===== src/rtl/pipe_hazard_unit.sv =====
// rtl/pipe_hazard_unit.sv - stall, flush and forwarding control for the in-order MIPS pipeline
//
// Tracks in-flight register writers in a per-stage scoreboard (slot 1 = EX,
// slot PIPE_DEPTH = WB). From that scoreboard it raises a load-use/branch stall,
// squashes IF/ID on a taken redirect and registers EX-stage forwarding selects.
// Optional performance counters are built when HAZARD_PERF_CNT_EN is defined.
//
// Ports:
//   clk_i, rst_i           clock, synchronous active-high reset
//   start_i                core run enable (low: bubbles, no stall/flush)
//   id_*_i                 decoded ID-stage instruction and branch outcome
//   stall_o                hold PC and IF/ID, bubble into ID/EX (combinational)
//   flush_ifid_o           squash IF/ID (combinational)
//   fwd_a_o, fwd_b_o       EX operand source: 0 = ID/EX, k = output of slot k-1
//   stall_cnt_o            cycles with stall_o high (saturating)
//   flush_cnt_o            cycles with flush_ifid_o high (saturating)
module pipe_hazard_unit #(
  parameter  int REG_ADDR_W = 5,
  parameter  int PIPE_DEPTH = 3,
  parameter  int LOAD_STAGE = 2,
  parameter  int CNT_W      = 32,
  localparam int FWD_W      = $clog2(PIPE_DEPTH + 1)
) (
  input  logic                  clk_i,
  input  logic                  rst_i,
  input  logic                  start_i,
  input  logic                  id_valid_i,
  input  logic [REG_ADDR_W-1:0] id_rs_i,
  input  logic [REG_ADDR_W-1:0] id_rt_i,
  input  logic                  id_rs_used_i,
  input  logic                  id_rt_used_i,
  input  logic                  id_wr_en_i,
  input  logic [REG_ADDR_W-1:0] id_rd_i,
  input  logic                  id_is_load_i,
  input  logic                  id_is_branch_i,
  input  logic                  id_redirect_i,
  output logic                  stall_o,
  output logic                  flush_ifid_o,
  output logic [FWD_W-1:0]      fwd_a_o,
  output logic [FWD_W-1:0]      fwd_b_o,
  output logic [CNT_W-1:0]      stall_cnt_o,
  output logic [CNT_W-1:0]      flush_cnt_o
);

  // Scoreboard: one entry per pipeline slot after ID.
  logic                  slot_valid_q [1:PIPE_DEPTH];
  logic [REG_ADDR_W-1:0] slot_rd_q    [1:PIPE_DEPTH];
  logic                  slot_load_q  [1:PIPE_DEPTH];

  logic [FWD_W-1:0] fwd_a_q, fwd_b_q;
  logic [FWD_W-1:0] fwd_a_d, fwd_b_d;

  logic [PIPE_DEPTH:1] hit_a, hit_b;
  int               yng_a, yng_b;     // youngest matching slot, 0 = none
  logic             load_a, load_b;
  logic             branch_hit;
  logic             alu_stall;
  logic             active;
  logic             issue;

  // A slot matches a source only if it holds a real writer of a non-zero
  // register that the ID instruction actually reads.
  always_comb begin
    hit_a = '0;
    hit_b = '0;
    for (int k = 1; k <= PIPE_DEPTH; k++) begin
      hit_a[k] = slot_valid_q[k] && (slot_rd_q[k] != '0) && id_rs_used_i
                 && (slot_rd_q[k] == id_rs_i);
      hit_b[k] = slot_valid_q[k] && (slot_rd_q[k] != '0) && id_rt_used_i
                 && (slot_rd_q[k] == id_rt_i);
    end
  end

  // Walk oldest to youngest so the lowest matching slot is the one kept.
  always_comb begin
    yng_a      = 0;
    yng_b      = 0;
    load_a     = 1'b0;
    load_b     = 1'b0;
    branch_hit = 1'b0;
    for (int k = PIPE_DEPTH; k >= 1; k--) begin
      if (hit_a[k]) begin
        yng_a  = k;
        load_a = slot_load_q[k];
      end
      if (hit_b[k]) begin
        yng_b  = k;
        load_b = slot_load_q[k];
      end
      // Branches compare in ID with no forwarding; the WB slot is covered
      // by the write-through register file.
      if ((k <= PIPE_DEPTH - 1) && (hit_a[k] || hit_b[k])) begin
        branch_hit = 1'b1;
      end
    end
  end

  // A result is usable once the producer has passed its ready slot.
  always_comb begin
    alu_stall = 1'b0;
    if ((yng_a != 0) && (yng_a < (load_a ? LOAD_STAGE : 1))) alu_stall = 1'b1;
    if ((yng_b != 0) && (yng_b < (load_b ? LOAD_STAGE : 1))) alu_stall = 1'b1;
  end

  assign active       = id_valid_i & start_i;
  assign stall_o      = active & (alu_stall | (id_is_branch_i & branch_hit));
  assign flush_ifid_o = active & id_redirect_i & ~stall_o;
  assign issue        = active & ~stall_o;

  // Producer in slot k reaches the output of slot k's register next cycle,
  // which is EX mux input k+1; a WB-slot writer is read through the RF.
  always_comb begin
    fwd_a_d = '0;
    fwd_b_d = '0;
    if ((yng_a != 0) && (yng_a + 1 <= PIPE_DEPTH)) fwd_a_d = FWD_W'(yng_a + 1);
    if ((yng_b != 0) && (yng_b + 1 <= PIPE_DEPTH)) fwd_b_d = FWD_W'(yng_b + 1);
  end

  always_ff @(posedge clk_i) begin
    if (rst_i) begin
      for (int k = 1; k <= PIPE_DEPTH; k++) begin
        slot_valid_q[k] <= 1'b0;
        slot_rd_q[k]    <= '0;
        slot_load_q[k]  <= 1'b0;
      end
      fwd_a_q <= '0;
      fwd_b_q <= '0;
    end else begin
      for (int k = PIPE_DEPTH; k >= 2; k--) begin
        slot_valid_q[k] <= slot_valid_q[k-1];
        slot_rd_q[k]    <= slot_rd_q[k-1];
        slot_load_q[k]  <= slot_load_q[k-1];
      end
      slot_valid_q[1] <= issue & id_wr_en_i;
      slot_rd_q[1]    <= issue ? id_rd_i : '0;
      slot_load_q[1]  <= issue & id_is_load_i;
      fwd_a_q         <= issue ? fwd_a_d : '0;
      fwd_b_q         <= issue ? fwd_b_d : '0;
    end
  end

  assign fwd_a_o = fwd_a_q;
  assign fwd_b_o = fwd_b_q;

`ifdef HAZARD_PERF_CNT_EN
  logic [CNT_W-1:0] stall_cnt_q, flush_cnt_q;

  always_ff @(posedge clk_i) begin
    if (rst_i) begin
      stall_cnt_q <= '0;
      flush_cnt_q <= '0;
    end else begin
      if (stall_o && (stall_cnt_q != {CNT_W{1'b1}})) stall_cnt_q <= stall_cnt_q + 1'b1;
      if (flush_ifid_o && (flush_cnt_q != {CNT_W{1'b1}})) flush_cnt_q <= flush_cnt_q + 1'b1;
    end
  end

  assign stall_cnt_o = stall_cnt_q;
  assign flush_cnt_o = flush_cnt_q;
`else
  assign stall_cnt_o = '0;
  assign flush_cnt_o = '0;
`endif

endmodule


===== config.mk =====
export PLATFORM = sky130hd
export DESIGN_NAME = pipe_hazard_unit
export DESIGN_NICKNAME = d
export VERILOG_FILES = /design/src/rtl/pipe_hazard_unit.sv
export SDC_FILE = /design/constraint.sdc
export NUM_CORES = 1
export LEC_CHECK = 0
export CORE_MARGIN = 2
export CORE_UTILIZATION = 43
export CTS_CLUSTER_DIAMETER = 50
export DETAILED_ROUTE_END_ITERATION = 6
export PLACE_DENSITY_LB_ADDON = 0.1
export SLEW_MARGIN = 20
export SYNTH_ARGS = -nofsm -noshare
export SYNTH_HDL_FRONTEND = slang
export SYNTH_SLANG_ARGS = --single-unit

===== constraint.sdc =====
create_clock -name clk_i -period 4.4 [get_ports clk_i]
set_input_delay 0.44 -clock clk_i [delete_from_list [all_inputs] [get_ports clk_i]]
set_output_delay 0.44 -clock clk_i [all_outputs]
set_load 0.02 [all_outputs]

* After elaboration in Yosys (flattened, before gate mapping)
Memories as Yosys holds them, arrays and structs flattened. Index checks and enable logic that the tools add are counted.
Operators by class: add/sub/neg operators 2, $mul 0, div/mod/pow operators 0, $lt $le $gt $ge 4, equality and inequality tests 6, shift operators 0, multiplexer cells 31, bitwise operators 22, reductions and logical operators 28
Operators with widths (number):
- 32-bit two-way mux | 4
- 32-bit by 2-bit adder with 32-bit output, second input constant | 2
- 32-bit by 3-bit less-or-equal comparator with 1-bit output, second input constant | 2
- 32-bit by 3-bit less-than comparator with 1-bit output | 2
- 32-bit nonzero test | 2
- 5-bit == test | 6
- 5-bit two-way mux | 4
- 1-bit logical AND | 19
- 1-bit two-way mux | 19
- 5-bit nonzero test | 3
- 1-bit OR | 10
- 1-bit AND | 8
- 2-bit two-way mux | 4
- 3-bit OR reduction | 2
- 1-bit NOT | 4
- 1-bit logical OR | 2
Storage, ports and cells: bits in registers 4, bits in latches 0, RAM bits 21, bits in read-only memories 0, bits of input ports 25, output and inout port bits 70, logic and storage cells 98, memories 3
Memory list:
- slot_rd_q | words 3, bits a word 5, read ports 3, clocked after Yosys merged registers in 0, write ports 3, line 47 | logic [REG_ADDR_W-1:0] slot_rd_q [1:PIPE_DEPTH];
- slot_load_q | words 3, bits a word 1, read ports 3, clocked after Yosys merged registers in 0, write ports 3, line 48 | logic slot_load_q [1:PIPE_DEPTH];
- slot_valid_q | words 3, bits a word 1, read ports 3, clocked after Yosys merged registers in 0, write ports 3, line 46 | logic slot_valid_q [1:PIPE_DEPTH];

* Logic depth before layout (Yosys ltp)
An unclocked memory read counts as a cell.
depth in word-level cells 19, depth in mapped cells 10, depth with buffers taken out 9

* Least setup slack after synthesis
Ideal clock, no wire load.
path type input port to output port, start point input id_rt_i[3], end point output flush_ifid_o, arrival 2.878 ns, data required time 3.960 ns, slack 1.082 ns, stages 10, buffers on the path 1, path through xor2_1 -> or4_1 -> nor4_2 -> nor3b_1 -> o22ai_1 -> ha_1 -> o41ai_1 -> o2111a_1 -> buf_4 -> nor3_1
Between the ends: word-level cells in the longest chain between the ends 13, elaborated cells on any way between the ends 26, classes of those cells order compare: 1; eq/ne: 3; mux: 10; bitwise: 5; reduce/logical: 7
Ends and longest elaborated chain:
- start, declared | line 29 | input logic [REG_ADDR_W-1:0] id_rt_i,
- 5-bit == test | line 70 | && (slot_rd_q[k] == id_rt_i);
- 1-bit logical AND | line 70
- 1-bit two-way mux (3 in series) | line 86 | if (hit_b[k]) begin
- 2-bit two-way mux | line 102 | if ((yng_b != 0) && (yng_b < (load_b ? LOAD_STAGE : 1))) alu_stall = 1'b1;
- 32-bit by 3-bit less-than comparator with 1-bit output | line 102
- 1-bit logical AND | line 102
- 1-bit two-way mux | line 102
- 1-bit OR * | line 106 | assign stall_o = active & (alu_stall | (id_is_branch_i & branch_hit));
- 1-bit AND * | line 106
- 1-bit NOT * | line 107 | assign flush_ifid_o = active & id_redirect_i & ~stall_o;
- 1-bit AND * | line 107
- end, declared | line 38 | output logic flush_ifid_o,
Mark *: on every way between the ends. The rest lies on a longest branch, timed or not.

* Final worst setup path
start point input id_rt_i[3], end point output stall_o
Between the ends: word-level cells in the longest chain between the ends 11, elaborated cells on any way between the ends 24, classes of those cells order compare: 1; eq/ne: 3; mux: 10; bitwise: 3; reduce/logical: 7
Ends and longest elaborated chain:
- 5-bit == test | line 70
- 1-bit logical AND | line 70
- 1-bit two-way mux (3 in series) | line 86
- 2-bit two-way mux | line 102
- 32-bit by 3-bit less-than comparator with 1-bit output | line 102
- 1-bit logical AND | line 102
- 1-bit two-way mux | line 102
- 1-bit OR * | line 106
- 1-bit AND * | line 106
- end, declared | line 37 | output logic stall_o,
Marks and branches as above.

==> impl_metrics.json <==
{
  "fp.dieW_um": 68.3,
  "diodes": 0,
  "period_minus_slack_ns": 4.14,
  "tightest_slew_ns": 0.598,
  "setup_viol_count_final": 0,
  "synth-xor-area-share_pct": 11.8,
  "finalSetupTns_ns": 0,
  "routabilityCongestion": 0.792,
  "power.switching_mw": 0.152,
  "fillCellCount": 430,
  "detail-route-antenna-nets": 0,
  "wl_mm": 3.20,
  "synth_top_area_cell": "dfxtp_1",
  "grt_start_max_net_pins": 16,
  "finalHoldViolCount": 0,
  "syn_inst": 206,
  "worst_slew_margin_rel_pct": 60.0,
  "synthMuxAreaShare_pct": 0,
  "dieArea_um2": 4660,
  "path_cells": "clkdlybuf4s50_1, xor2_1, or4_1, o41ai_1, and2_1, ha_1, o41ai_1, o2111a_1, o311a_1, clkdlybuf4s50_1",
  "worstPathMaxFanout": 3,
  "rsz0062_at_grt": "no",
  "syn_to_final_growth_pct": 10.1,
  "comb_power_share_pct": 21.8,
  "place_hpwl_mm": 2.63,
  "p_int_mw": 0.325,
  "dr.pass1.iters": 4,
  "initial_core_util_pct": 44.4,
  "cts_tree": "yes",
  "clock_skew_ns": 0.00102,
  "postCtsHoldBufs": 0,
  "max_freq_mhz": 242,
  "cts_resized": 0,
  "crit_path_max_incr_delay_ns": 0.61,
  "ios": 95,
  "maxCapViolCount": 0,
  "clk_pin_slew_ns": 0.09,
  "synthSimpleGateAreaFrac_pct": 22.3,
  "grt_pass1_wl_mm": 5.16,
  "placed_cell_area_um2": 1910,
  "drv_slew": 0,
  "io_buffers": 30,
  "fin_crit_sh_pct": 94.0,
  "insertion_delay_ns": 0.27,
  "critical_path_arrival_ns": 3.70,
  "die_y_um": 68.3,
  "vias_per_cell": 4.31,
  "final_cell_area_um2": 1960,
  "synthesis.area_um2": 1780,
  "synthAdderAreaFrac_pct": 1.41,
  "nets": 269,
  "synth_top_area_share_pct": 28.2,
  "synth_compound_area_share_pct": 7.12,
  "power_leakage_nw": 0.892,
  "multiInputGateArea_um2": 997,
  "yosysUniqueCellTypes": 38,
  "worst_path_max_delay_cell": "or4_1",
  "vdd_ir_drop_max_v": 0.0000895,
  "cts_buffers": 3,
  "finish.utilization_pct": 48.9,
  "async_reset_ff_share_pct": 0,
  "grt_pass1_vias": 1111,
  "outcome": "completed",
  "switching_share_pct": 31.8,
  "synth_ff_type": "dfxtp_1",
  "hold_path_class": "flip-flop to flip-flop",
  "cts_root_buf": "clkbuf_8",
  "seq_area_frac_synth_pct": 28.2,
  "antenna_found_initial": 0,
  "yosys_warnings": 0,
  "grt-ovfl-total": 0,
  "num_rows": 23,
  "clockPowerShare_pct": 29.3,
  "synthTopCellsByCount": "buf_4, dfxtp_1, xor2_1, nand2_1, nor2b_1",
  "synth_top_family_by_area": "buffers and inverters",
  "crit_path_start_kind": "primary input",
  "drc": 0,
  "endpoint_kind": "primary output",
  "synth_edf_count": 0,
  "cts_setup_buffers": 0,
  "vias": 1253,
  "grt_usage_pct": 14.9,
  "seq_area_um2": 500,
  "htree_levels": 1,
  "avgSynthCellArea_um2": 8.62,
  "drt_iter0_markers": 31,
  "wl_per_cell_um": 11.0,
  "clock_sinks": 25,
  "path_class": "primary input to primary output",
  "drive_gt1_share_pct": 5.39,
  "synth-seq-cells": 25,
  "crit_buf_inv": 2,
  "synthMostInstantiatedCell": "buf_4",
  "required_ns": 3.96,
  "cp_top_family": "compound AO/OA/AOI/OAI gates",
  "synth_area_leaders": "dfxtp_1, buf_4, xor2_1, nor2b_1, xnor2_1",
  "max-clock-path-buffers": 2,
  "core_um2": 4000,
  "power.total_mw": 0.477,
  "pwr-share-seq_pct": 48.9,
  "cellPowerDensity_nw_per_um2": 244
}
==> power by group through the flow <==
stage                     registers, mW  clock network, mW  logic (mW)
final                             0.233              0.140       0.104
after global routing              0.234              0.154       0.114
after CTS                         0.233              0.142       0.103
after detailed placement          0.239                  0       0.103
after global placement            0.239                  0       0.103
after floorplan                   0.237                  0       0.114
==> per-layer routing <==
| layer | vias up | routed length [µm] | global-route usage (%) |
|---|---|---|---|
| li1 | 637 | - | - |
| met1 | 548 | 1410 | 19.4 |
| met2 | 62 | 1480 | 23.7 |
| met3 | 6 | 260 | 2.96 |
| met4 | 0 | 57 | 6.75 |
| met5 | - | 0 | 0 |
==> area by class of cell <==
type | instances | share of cell area [%]
well taps | 50 | 3.20
flip-flops and latches | 25 | 25.6
multi-input cells | 174 | 51.0
clock buffers | 3 | 2.11
repair buffers | 35 | 17.3
clock inverters | 1 | 0.256
inverters | 3 | 0.576
==> cell usage in the layout (no fill, tap or decap), types with 7 or more instances in the layout <==
cell type / netlist / final
dfxtp_1: 25 / 25
conb_1: 1 / 64
xnor2_1: 8 / 8
nor3_1: 10 / 10
nor4_1: 7 / 7
clkdlybuf4s50_1: 0 / 30
nor2b_1: 13 / 13
nand2_1: 15 / 15
xor2_1: 16 / 16
==> metrics by stage <==
step,hold slack [ns],instances,setup WS (ns)
finish,0.478,291,0.263
CTS,0.481,291,0.243
global route,0.489,291,0.0252
floorplan,0.439,269,1.08
detailed placement,0.467,287,0.251
global placement,0.464,287,0.293
==> logic make-up after synthesis <==
logic type,after synthesis
AND/OR/NAND/NOR,69
AO/OA/AOI/OAI,15
other,1
XOR/XNOR,24
adder cells (fa/ha/maj),2
buffers and inverters,70
flip-flops,25
==> registers in the layout (all words and copies together), names as in the netlist <==
name and count:
fwd_b_o 2, slot_rd_q 15, fwd_a_o 2, slot_load_q 3
slot_valid_q 3
==> path summary, 6_finish.rpt <==
path | to | slack (ns) | start | cells past startpoint
worst max-delay path | stall_o | 0.26 | id_rt_i[3] | 10
worst min-delay path | slot_load_q[0][3]$_SDFF_PP0_ | 0.48 | slot_load_q[0][2]$_SDFF_PP0_ | 1
worst min register to register | slot_load_q[0][3]$_SDFF_PP0_ | 0.48 | slot_load_q[0][2]$_SDFF_PP0_ | 1
worst max register to register | fwd_a_o[1]$_SDFF_PP0_ | 1.60 | slot_rd_q[0][13]$_SDFF_PP0_ | 9
(Power assumes the default switching activity.)
